### src/rtl/port_arbiter.sv
// Round-robin arbiter granting one of N_PORTS inputs ownership of a single output
// port for a whole packet; ownership ends on an accepted end-of-packet beat or an idle timeout.
module port_arbiter #(
  parameter int N_PORTS      = 4,
  parameter int IDLE_TIMEOUT = 16,
  localparam int ID_W        = (N_PORTS > 1) ? $clog2(N_PORTS) : 1
) (
  input  logic               clk,
  input  logic               reset,
  input  logic [N_PORTS-1:0] req,
  input  logic [N_PORTS-1:0] valid,
  input  logic [N_PORTS-1:0] eop,
  input  logic               out_ready,
  output logic [N_PORTS-1:0] gnt,
  output logic [ID_W-1:0]    gnt_id,
  output logic               busy,
  output logic               beat,
  output logic               timeout
);

  localparam int CNT_W = $clog2(IDLE_TIMEOUT + 1);

  typedef enum logic {
    IDLE = 1'b0,
    OWN  = 1'b1
  } state_t;

  state_t             state, state_d;
  logic [ID_W-1:0]    ptr, ptr_d;
  logic [CNT_W-1:0]   idle_cnt, idle_cnt_d;
  logic [N_PORTS-1:0] gnt_d;
  logic [ID_W-1:0]    gnt_id_d;
  logic               busy_d;
  logic               timeout_d;
  logic               post_reset;

  // Rotating search for the first requester at or after ptr.
  int                 scan_idx;
  logic [ID_W-1:0]    scan_id;
  logic [ID_W-1:0]    pick_id;
  logic               pick_found;
  logic [ID_W-1:0]    rel_ptr;
  logic               eop_beat;
  logic               idle_expired;

  assign beat         = busy & out_ready & valid[gnt_id];
  assign eop_beat     = beat & eop[gnt_id];
  assign idle_expired = (idle_cnt == CNT_W'(IDLE_TIMEOUT - 1));
  assign rel_ptr      = (gnt_id == ID_W'(N_PORTS - 1)) ? '0 : gnt_id + ID_W'(1);

  // NOTE: every signal written in always_comb gets a default first, so no path
  // leaves it unassigned and no latch is inferred.
  always_comb begin
    scan_idx   = 0;
    scan_id    = '0;
    pick_id    = '0;
    pick_found = 1'b0;
    for (int i = 0; i < N_PORTS; i++) begin
      scan_idx = int'(ptr) + i;
      if (scan_idx >= N_PORTS) begin
        scan_idx = scan_idx - N_PORTS;
      end
      scan_id = scan_idx[ID_W-1:0];
      if (!pick_found && req[scan_id]) begin
        pick_found = 1'b1;
        pick_id    = scan_id;
      end
    end
  end

  always_comb begin
    state_d    = state;
    ptr_d      = ptr;
    idle_cnt_d = idle_cnt;
    gnt_d      = gnt;
    gnt_id_d   = gnt_id;
    busy_d     = busy;
    timeout_d  = 1'b0;

    unique case (state)
      IDLE: begin
        gnt_d      = '0;
        gnt_id_d   = '0;
        busy_d     = 1'b0;
        idle_cnt_d = '0;
        // The first cycle out of reset never grants, so req seen during reset is dropped.
        if (pick_found && !post_reset) begin
          state_d  = OWN;
          gnt_d    = N_PORTS'(1) << pick_id;
          gnt_id_d = pick_id;
          busy_d   = 1'b1;
        end
      end

      OWN: begin
        if (eop_beat || (!beat && idle_expired)) begin
          // eop wins over a simultaneous timeout, so the pulse only marks a true stall.
          state_d    = IDLE;
          ptr_d      = rel_ptr;
          idle_cnt_d = '0;
          gnt_d      = '0;
          gnt_id_d   = '0;
          busy_d     = 1'b0;
          timeout_d  = !eop_beat;
        end else if (beat) begin
          idle_cnt_d = '0;
        end else if (idle_cnt != CNT_W'(IDLE_TIMEOUT)) begin
          idle_cnt_d = idle_cnt + CNT_W'(1);
        end
      end

      default: begin
        state_d = IDLE;
      end
    endcase
  end

  // NOTE: sequential state uses non-blocking assignments so every register
  // samples the pre-edge values, independent of statement order.
  always_ff @(posedge clk) begin
    if (reset) begin
      state      <= IDLE;
      ptr        <= '0;
      idle_cnt   <= '0;
      gnt        <= '0;
      gnt_id     <= '0;
      busy       <= 1'b0;
      timeout    <= 1'b0;
      post_reset <= 1'b1;
    end else begin
      state      <= state_d;
      ptr        <= ptr_d;
      idle_cnt   <= idle_cnt_d;
      gnt        <= gnt_d;
      gnt_id     <= gnt_id_d;
      busy       <= busy_d;
      timeout    <= timeout_d;
      post_reset <= 1'b0;
    end
  end

  a_gnt_onehot: assert property (@(posedge clk) disable iff (reset) $onehot0(gnt));
  a_gnt_id_match: assert property (@(posedge clk) disable iff (reset)
    busy |-> (gnt == (N_PORTS'(1) << gnt_id)));

endmodule

### config.mk
export PLATFORM = sky130hd
export DESIGN_NAME = port_arbiter
export DESIGN_NICKNAME = d
export VERILOG_FILES = /design/src/rtl/port_arbiter.sv
export SDC_FILE = /design/constraint.sdc
export NUM_CORES = 1
export LEC_CHECK = 0
export ABC_AREA = 1
export CAP_MARGIN = 30
export CORE_MARGIN = 4
export CORE_UTILIZATION = 50
export CTS_CLUSTER_DIAMETER = 120
export DETAILED_ROUTE_END_ITERATION = 6
export PLACE_DENSITY_LB_ADDON = 0.12
export SLEW_MARGIN = 20
export SYNTH_ARGS = -nofsm -noshare
export SYNTH_HDL_FRONTEND = slang
export SYNTH_SLANG_ARGS = --single-unit
### constraint.sdc
create_clock -name clk -period 2.1 [get_ports clk]
set_clock_uncertainty 0.1 [all_clocks]
set_input_delay 0.42 -clock clk [delete_from_list [all_inputs] [get_ports clk]]
set_output_delay 0.42 -clock clk [all_outputs]
set_load 0.05 [all_outputs]
==> results of run 1 <==
-- per-stage QoR --
step	power, mW	hold WS [ps]	cell area (um2)	worst slack (ps)
floorplan	0.4686	347.7	1157	111.8
global placement	0.5257	351.3	1420	126.2
detailed placement	0.5294	355.8	1420	80.91
CTS	0.7192	374.1	1450	51.10
global route	0.7479	393.5	1450	11.93
finish	0.7072	371.2	1450	75.87
-- placed cells by master (no fill, tap or decap) --
cell	Yosys	routed
nand3_2	3	3
o21ai_0	4	4
buf_4	1	4
nand4_1	2	2
a21boi_2	1	1
nand3_1	12	12
nor2_8	1	1
nand2_4	2	2
a21oi_1	10	10
inv_1	16	16
nand2_1	53	53
ha_1	4	4
o21a_1	1	1
buf_12	0	1
clkbuf_4	0	3
nor2_4	2	2
nor2_2	3	3
a21oi_2	3	3
nand2_2	9	9
xor2_1	1	1
o22ai_1	1	1
dfxtp_1	17	17
inv_2	5	5
clkinvlp_4	0	1
nor3_2	1	1
clkdlybuf4s50_1	0	20
nor2_1	13	13
nand3_4	2	2
-- final cells by class --
cell class | count | share of cell area
clock inverters | 1 | 0.005177
repair buffers | 25 | 0.1726
inverters | 21 | 0.05436
clock buffers | 3 | 0.01553
well taps | 28 | 0.02416
flip-flops and latches | 17 | 0.2347
multi-input cells | 128 | 0.4935
-- worst max path at each step --
stage                   to  slack (ps)
global route          busy          10
CTS                   busy          50
detailed placement  gnt[0]          80
floorplan           ptr[1]         110
finish                busy          80
global placement    ptr[0]         130
-- sequential cells by signal, indices dropped and copies added (netlist names) --
register / count
gnt_id: 2
ptr: 2
post_reset: 1
busy: 1
idle_cnt: 5
gnt: 4
timeout: 1
state: 1
-- power groups by stage --
| stage | logic (mW) | registers (mW) | clock network [mW] |
|---|---|---|---|
| 6_report | 0.177 | 0.344 | 0.186 |
| 3_3_place_gp | 0.174 | 0.351 | 0 |
| 2_1_floorplan | 0.0974 | 0.371 | 0 |
| 5_1_grt | 0.195 | 0.346 | 0.206 |
| 3_5_place_dp | 0.178 | 0.352 | 0 |
| 4_1_cts | 0.179 | 0.344 | 0.196 |
-- cell families after synthesis --
group	after synthesis
fa+ha+maj	4
buf+inv	24
flops	17
simple gates	103
compound gates	20
xor+xnor	1
-- routing by layer --
| layer | wire, um | vias to the layer above | share of wire |
|---|---|---|---|
| met2 | 1164 | 26 | 0.48 |
| met5 | 0 | - | 0 |
| li1 | - | 589 | - |
| met1 | 1099 | 497 | 0.45 |
| met3 | 130 | 4 | 0.054 |
| met4 | 26 | 0 | 0.011 |
==> summary.md, run 1 <==
| Metric | Value |
|---|---|
| Routed vias | ~1,100 |
| Vias/cell | 5.004 |
| Cts repair resizes | 0 |
| Period utilization | 0.9639 |
| WL final | 2420 um |
| Largest family of logic cells by synthesized area | simple AND/OR/NAND/NOR gates |
| Sw frac | 0.3225 |
| Ys flop type | dfxtp_1 |
| Fin. Hold Viols | 0 |
| Asr flop ratio synth | 0 |
| Post-Synth Adder-Cell Area | 0.04324 |
| Site row count | 17 |
| Synth Area per Inst | 6.848 um2 |
| RSZ-0062 raised after global routing | false |
| Post-route ant nets | 0 |
| Synth area leader | dfxtp_1 |
| Reg area | between 300 and 400 um2 |
| Seq pwr share | 0.487 |
| GP Congestion | ~0.84 |
| TritonCTS clock tree | yes |
| CP Capture Type | output pin |
| Placed Instances | 219 |
| Largest net degree at the start of global routing | 12 |
| R2r startpoint | gnt_id[0] |
| GRT Total Usage | 0.1737 |
| Worst path bufs/invs | 1 |
| Post-route insts no fill | between 200 and 250 |
| Stages on the worst setup path | 1 |
| Worst min-delay path class | reg2reg |
| Worst Hold Path EP | gnt[2] |
| Number of global-route vias before repair | 1,084 |
| CTS max path bufs | 2 |
| Die area | 0.003148 mm2 |
| Max-Cap Viols | 0 |
| Internal Power | 0.4791 mW |
| Post-Synth XOR/XNOR Area | 0.007568 |
| Met2 usage | 0.2988 |
| Clock Pin Slew Worst Setup and Hold Paths | 110 ps |
| Synthesized net count | 188 |
| CTS Root Cell | clkbuf_4 |
| Share of cells above drive strength 1 | 0.2103 |
| Initial antenna violation count | 0 |
| Critical Path Source Type | flop |
| Core area | 0.002212 mm2 |
| Slew headroom | 0.6701 |
| Cells on Worst Hold Path | 2 |
| Worst Min Path Start | gnt[2] |
| Sw power | 0.2281 mW |
| Hold buffer count at cts | 0 |
| Multiplexer area fraction after synthesis | 0 |
| Antenna cells | 0 |
| Syn Inst Count | 169 |
| CP cell instances | clkdlybuf4s50_1 |
| Post-synth EDFFs | 0 |
| Simple-gate share of the synthesized area | 0.4627 |
| Buffers on Ports | 23 |
| Leakage | 0.6508 nW |
| DRC | 0 |
| Initial DRC Count | 32 |
| Reg2reg path depth | 9 |
| CTS H-tree depth | 1 |
| Worst-Skew Late Latency | about 300 ps |
| Top post-synthesis cells by area | dfxtp_1, nand2_1, nand3_1, inv_1, nand2_2 |
| Setup Buffers After CTS | 0 |
| Crit path kind | reg2out |
| Clock share of power | 0.263 |
| Nets | 215 |
| CP max stage cell | clkdlybuf4s50_1 |
| R2R Path End | ptr[0] |
| WP data arrival | 1500 ps |
| Multi-input gate area | 715.7 um2 |
| Logic pwr share | 0.251 |
| Synth unique cells | 26 |
| Per-cell routed wire length | 10.85 um |
| Peak supply drop | 0.0003086 V |
| Power per cell area | 487.7 mW/mm2 |
| CP max FO | 3 |
| Worst reg2reg setup slack | 410 ps |
| Critical Path Start | busy |
| Pre-Repair DR Iteration Count | 4 |
| Post-detail-place hpwl | 1944 um |
| FILL cells | 215 |
| Remaining global-route overflow | 0 |
| Worst Path Required | 1580 ps |
| Top cell type's share of synthesized area | 0.2941 |
| Slew Viols, Final | 0 |
| Initial Util | 0.5232 |
| Flops & latches, synth | 17 |
| Met1 usage in global routing | 0.2084 |
| Synthesis-to-layout area growth | 25.30% |
| Cell Area, Synth | between 0.001 and 0.0015 mm2 |
| Seq/Total Area, Yosys | 0.2941 |
| Synth Area in Compound Gates | 0.1049 |
| DIE WIDTH | approximately 56 um |
| Syn. warnings | 0 |
| Clk sinks | 17 |
| Status | completed |
| Die extent in y | 56.11 um |
| Top-count cell post-synth | nand2_1 |
| GRT Max-Usage Layer | met2 |
| CTS Buf Count | 3 |
| Commonest cells in the netlist | nand2_1, dfxtp_1, inv_1 |
| Final setup vio count | 0 |
| IO Pins | 24 |
| Fin crit period | 2024 ps |
| First-pass GRT wire length | between 4000 and 5000 um |
| Crit-path leading delay family | buffers and inverters |
| Worst slew pin tran | 493.3 ps |
| F_max | 494.0 MHz |
| Final setup TNS | 0 ps |
| Critical path's largest stage delay | ~820 ps |
| Grt met3 use | 0.04872 |
| Post-layout util | 0.6555 |
Power figures use the tool's default switching activity.
==> run 2: changes to the inputs <==
--- a/config.mk
+++ b/config.mk
@@ -11,6 +11,7 @@
 export CORE_UTILIZATION = 50
 export CTS_CLUSTER_DIAMETER = 120
 export DETAILED_ROUTE_END_ITERATION = 6
+export GPL_ROUTABILITY_DRIVEN = 1
 export PLACE_DENSITY_LB_ADDON = 0.12
 export SLEW_MARGIN = 20
 export SYNTH_ARGS = -nofsm -noshare
==> results of run 2 <==
Final layout, timing and power as in run 1 (identical DEF).
==> run 3: changes to the inputs <==
--- a/config.mk
+++ b/config.mk
@@ -8,9 +8,10 @@
 export ABC_AREA = 1
 export CAP_MARGIN = 30
 export CORE_MARGIN = 4
-export CORE_UTILIZATION = 50
+export CORE_UTILIZATION = 60
 export CTS_CLUSTER_DIAMETER = 120
 export DETAILED_ROUTE_END_ITERATION = 6
+export DONT_BUFFER_PORTS = 1
 export GPL_ROUTABILITY_DRIVEN = 1
 export PLACE_DENSITY_LB_ADDON = 0.12
 export SLEW_MARGIN = 20
==> run 3 against run 2 <==
Global-route usage up 2.9 points; worst hold slack got worse by 330 ps; largest cell class unchanged; routed wire length is 2.5% lower; non-clock buffer count decreased by 20; fmax increased by 9.5%; combinational power fell by 27%; first-iteration DRC count fell by 13%; critical path depth grew 4; critical endpoint is now beat; via count fell by 7.2%; die area fell by 14%; power shrank 5.8%.
==> summary.md, run 3 (same netlist as run 1, synthesis figures left out) <==
| Metric | Value |
|---|---|
| Status | completed |
| Final worst-path setup slack | 251.9 ps |
| Worst Path Required | around 1600 ps |
| Buffers on Ports | 0 |
| CTS Buf Count | 3 |
| F_max | approximately 540 MHz |
| CP cell instances | inv_1 -> nand3_2 -> nand3_4 -> inv_2 -> buf_4 |
| DRC | 0 |
| Per-cell routed wire length | 11.80 um |
| Slew headroom | 0.6569 |
| Cts repair resizes | 0 |
| Worst slew pin tran | roughly 500 ps |
| Final setup TNS | 0 ps |
| Remaining global-route overflow | 0 |
| Worst-Skew Late Latency | 290 ps |
| TritonCTS clock tree | yes |
| Period utilization | 0.8800 |
| Top reg by flops | idle_cnt |
| Core area | 0.001783 mm2 |
| Number of global-route vias before repair | 1,018 |
| Flip-flop count of the largest register, all copies and words added | 5 |
| CTS Root Cell | clkbuf_4 |
| CTS max path bufs | 2 |
| GRT Total Usage | 0.2031 |
| Slew Viols, Final | 0 |
| Multi-input gate area | 715.7 um2 |
| Fin crit period | 1848 ps |
| Die area | between 0.002 and 0.003 mm2 |
| Clock Pin Slew Worst Setup and Hold Paths | 110 ps |
| WL final | 2360 um |
| Fin. Hold Viols | 0 |
| Worst min-delay path class | in2reg |
| WP data arrival | 1330 ps |
| Hold buffer count at cts | 0 |
| CP max stage cell | dfxtp_1 |
| Site row count | 15 |
| Max-Cap Viols | 0 |
| Initial Util | 0.6491 |
| Metal3 WL | around 130 um |
| IO Pins | 24 |
| CTS H-tree depth | 1 |
| Max Used Layer | met4 |
| Commonest non-fill, non-tap cell in the layout | nand2_1 |
| Crit path kind | reg2out |
| Pre-Repair DR Iteration Count | 4 |
| Internal Power | 0.4468 mW |
| Share of cells above drive strength 1 | 0.2343 |
| FILL cells | approximately 150 |
| Post-detail-place hpwl | 1814 um |
| Leakage | 0.5766 nW |
| Commonest cells after routing, fill and taps aside | nand2_1, dfxtp_1, inv_1, nor2_1, nand3_1 |
| Peak supply drop | 0.0004155 V |
| Power per cell area | 541.0 mW/mm2 |
| Clk sinks | 17 |
| Initial antenna violation count | 0 |
| Setup Buffers After CTS | 0 |
| Placement Setup Slack | 462.4 ps |
| Nets | 195 |
| CP Capture Type | output pin |
| Antenna cells | 0 |
| Routed vias | about 1,000 |
| Post-route ant nets | 0 |
| Vias/cell | 5.180 |
| M1 WL | 1131 um |
| Critical path's largest stage delay | 460 ps |
| DIE WIDTH | 51.92 um |
| Sw frac | 0.3292 |
| Seq pwr share | 0.531 |
| RSZ-0062 raised after global routing | false |
| Clock share of power | 0.273 |
| Final hold slack | 41.42 ps |
| Reg area | about 340 um2 |
| Initial DRC Count | 28 |
| Sw power | 0.2193 mW |
| Critical Path Source Type | flop |
| Metal2 WL | 1064 um |
| CP max FO | 6 |
| Final setup vio count | 0 |
| Synthesis-to-layout area growth | 6.378% |
| GP Congestion | 0.8752 |
| Biggest regs | idle_cnt (5), gnt (4) |
| First-pass GRT wire length | roughly 4200 um |
| Worst reg2reg setup slack | 410 ps |
| Logic pwr share | 0.195 |
| Die extent in y | 51.92 um |
| Largest net degree at the start of global routing | 12 |
| Post-layout util | 0.6905 |
## run 3: changes by cell type in the layout (fill, tap and decap cells not counted)
cell             delta
clkinv_2            +1
clkdlybuf4s50_1    -20
buf_12              -1
clkinvlp_4          -1
buf_4               +1
## run 3: worst max-delay path, delay by kind of cell, from the launching register on
kind                   cells  cell delay [ps]
flip-flops                 1              460
buffers and inverters      3              390
AND/OR/NAND/NOR            2              200
## run 3: routing by layer
metal	vias up	global-route usage
met5	-	0
met4	0	0.08297
met3	4	0.04298
met2	27	0.3347
met1	458	0.2539
li1	547	-
## run 3: final timing paths
| path | startpoint | end | cells past startpoint |
|---|---|---|---|
| max | gnt_id[1] | beat | 5 |
| max reg2reg | ptr[1] | state | 10 |
| min reg2reg | idle_cnt[4] | idle_cnt[0] | 2 |
| min | reset | post_reset | 0 |
## run 3: power groups by stage
stage               registers (mW)  logic (mW)  clock network, mW
global route                 0.355       0.146              0.203
detailed placement           0.361       0.129                  0
floorplan                    0.371      0.0974                  0
finish                       0.354       0.130              0.182
CTS                          0.354       0.131              0.187
global placement             0.361       0.126                  0
## run 3: through the flow
| stage | instance area (um2) | total power [mW] | cells |
|---|---|---|---|
| after detailed placement | 1204 | 0.4900 | 196 |
| after floorplan | 1157 | 0.4686 | 169 |
| after global placement | 1204 | 0.4871 | 196 |
| final | 1231 | 0.6661 | 200 |
| after CTS | 1231 | 0.6714 | 200 |
| after global routing | 1231 | 0.7043 | 200 |
## run 3: cell type report
type	count	share of cell area
flip-flops and latches	17	0.2764
repair buffers	5	0.03049
clock buffers	3	0.01829
inverters	21	0.06402
well taps	25	0.02541
multi-input cells	128	0.5813
clock inverters	1	0.004065
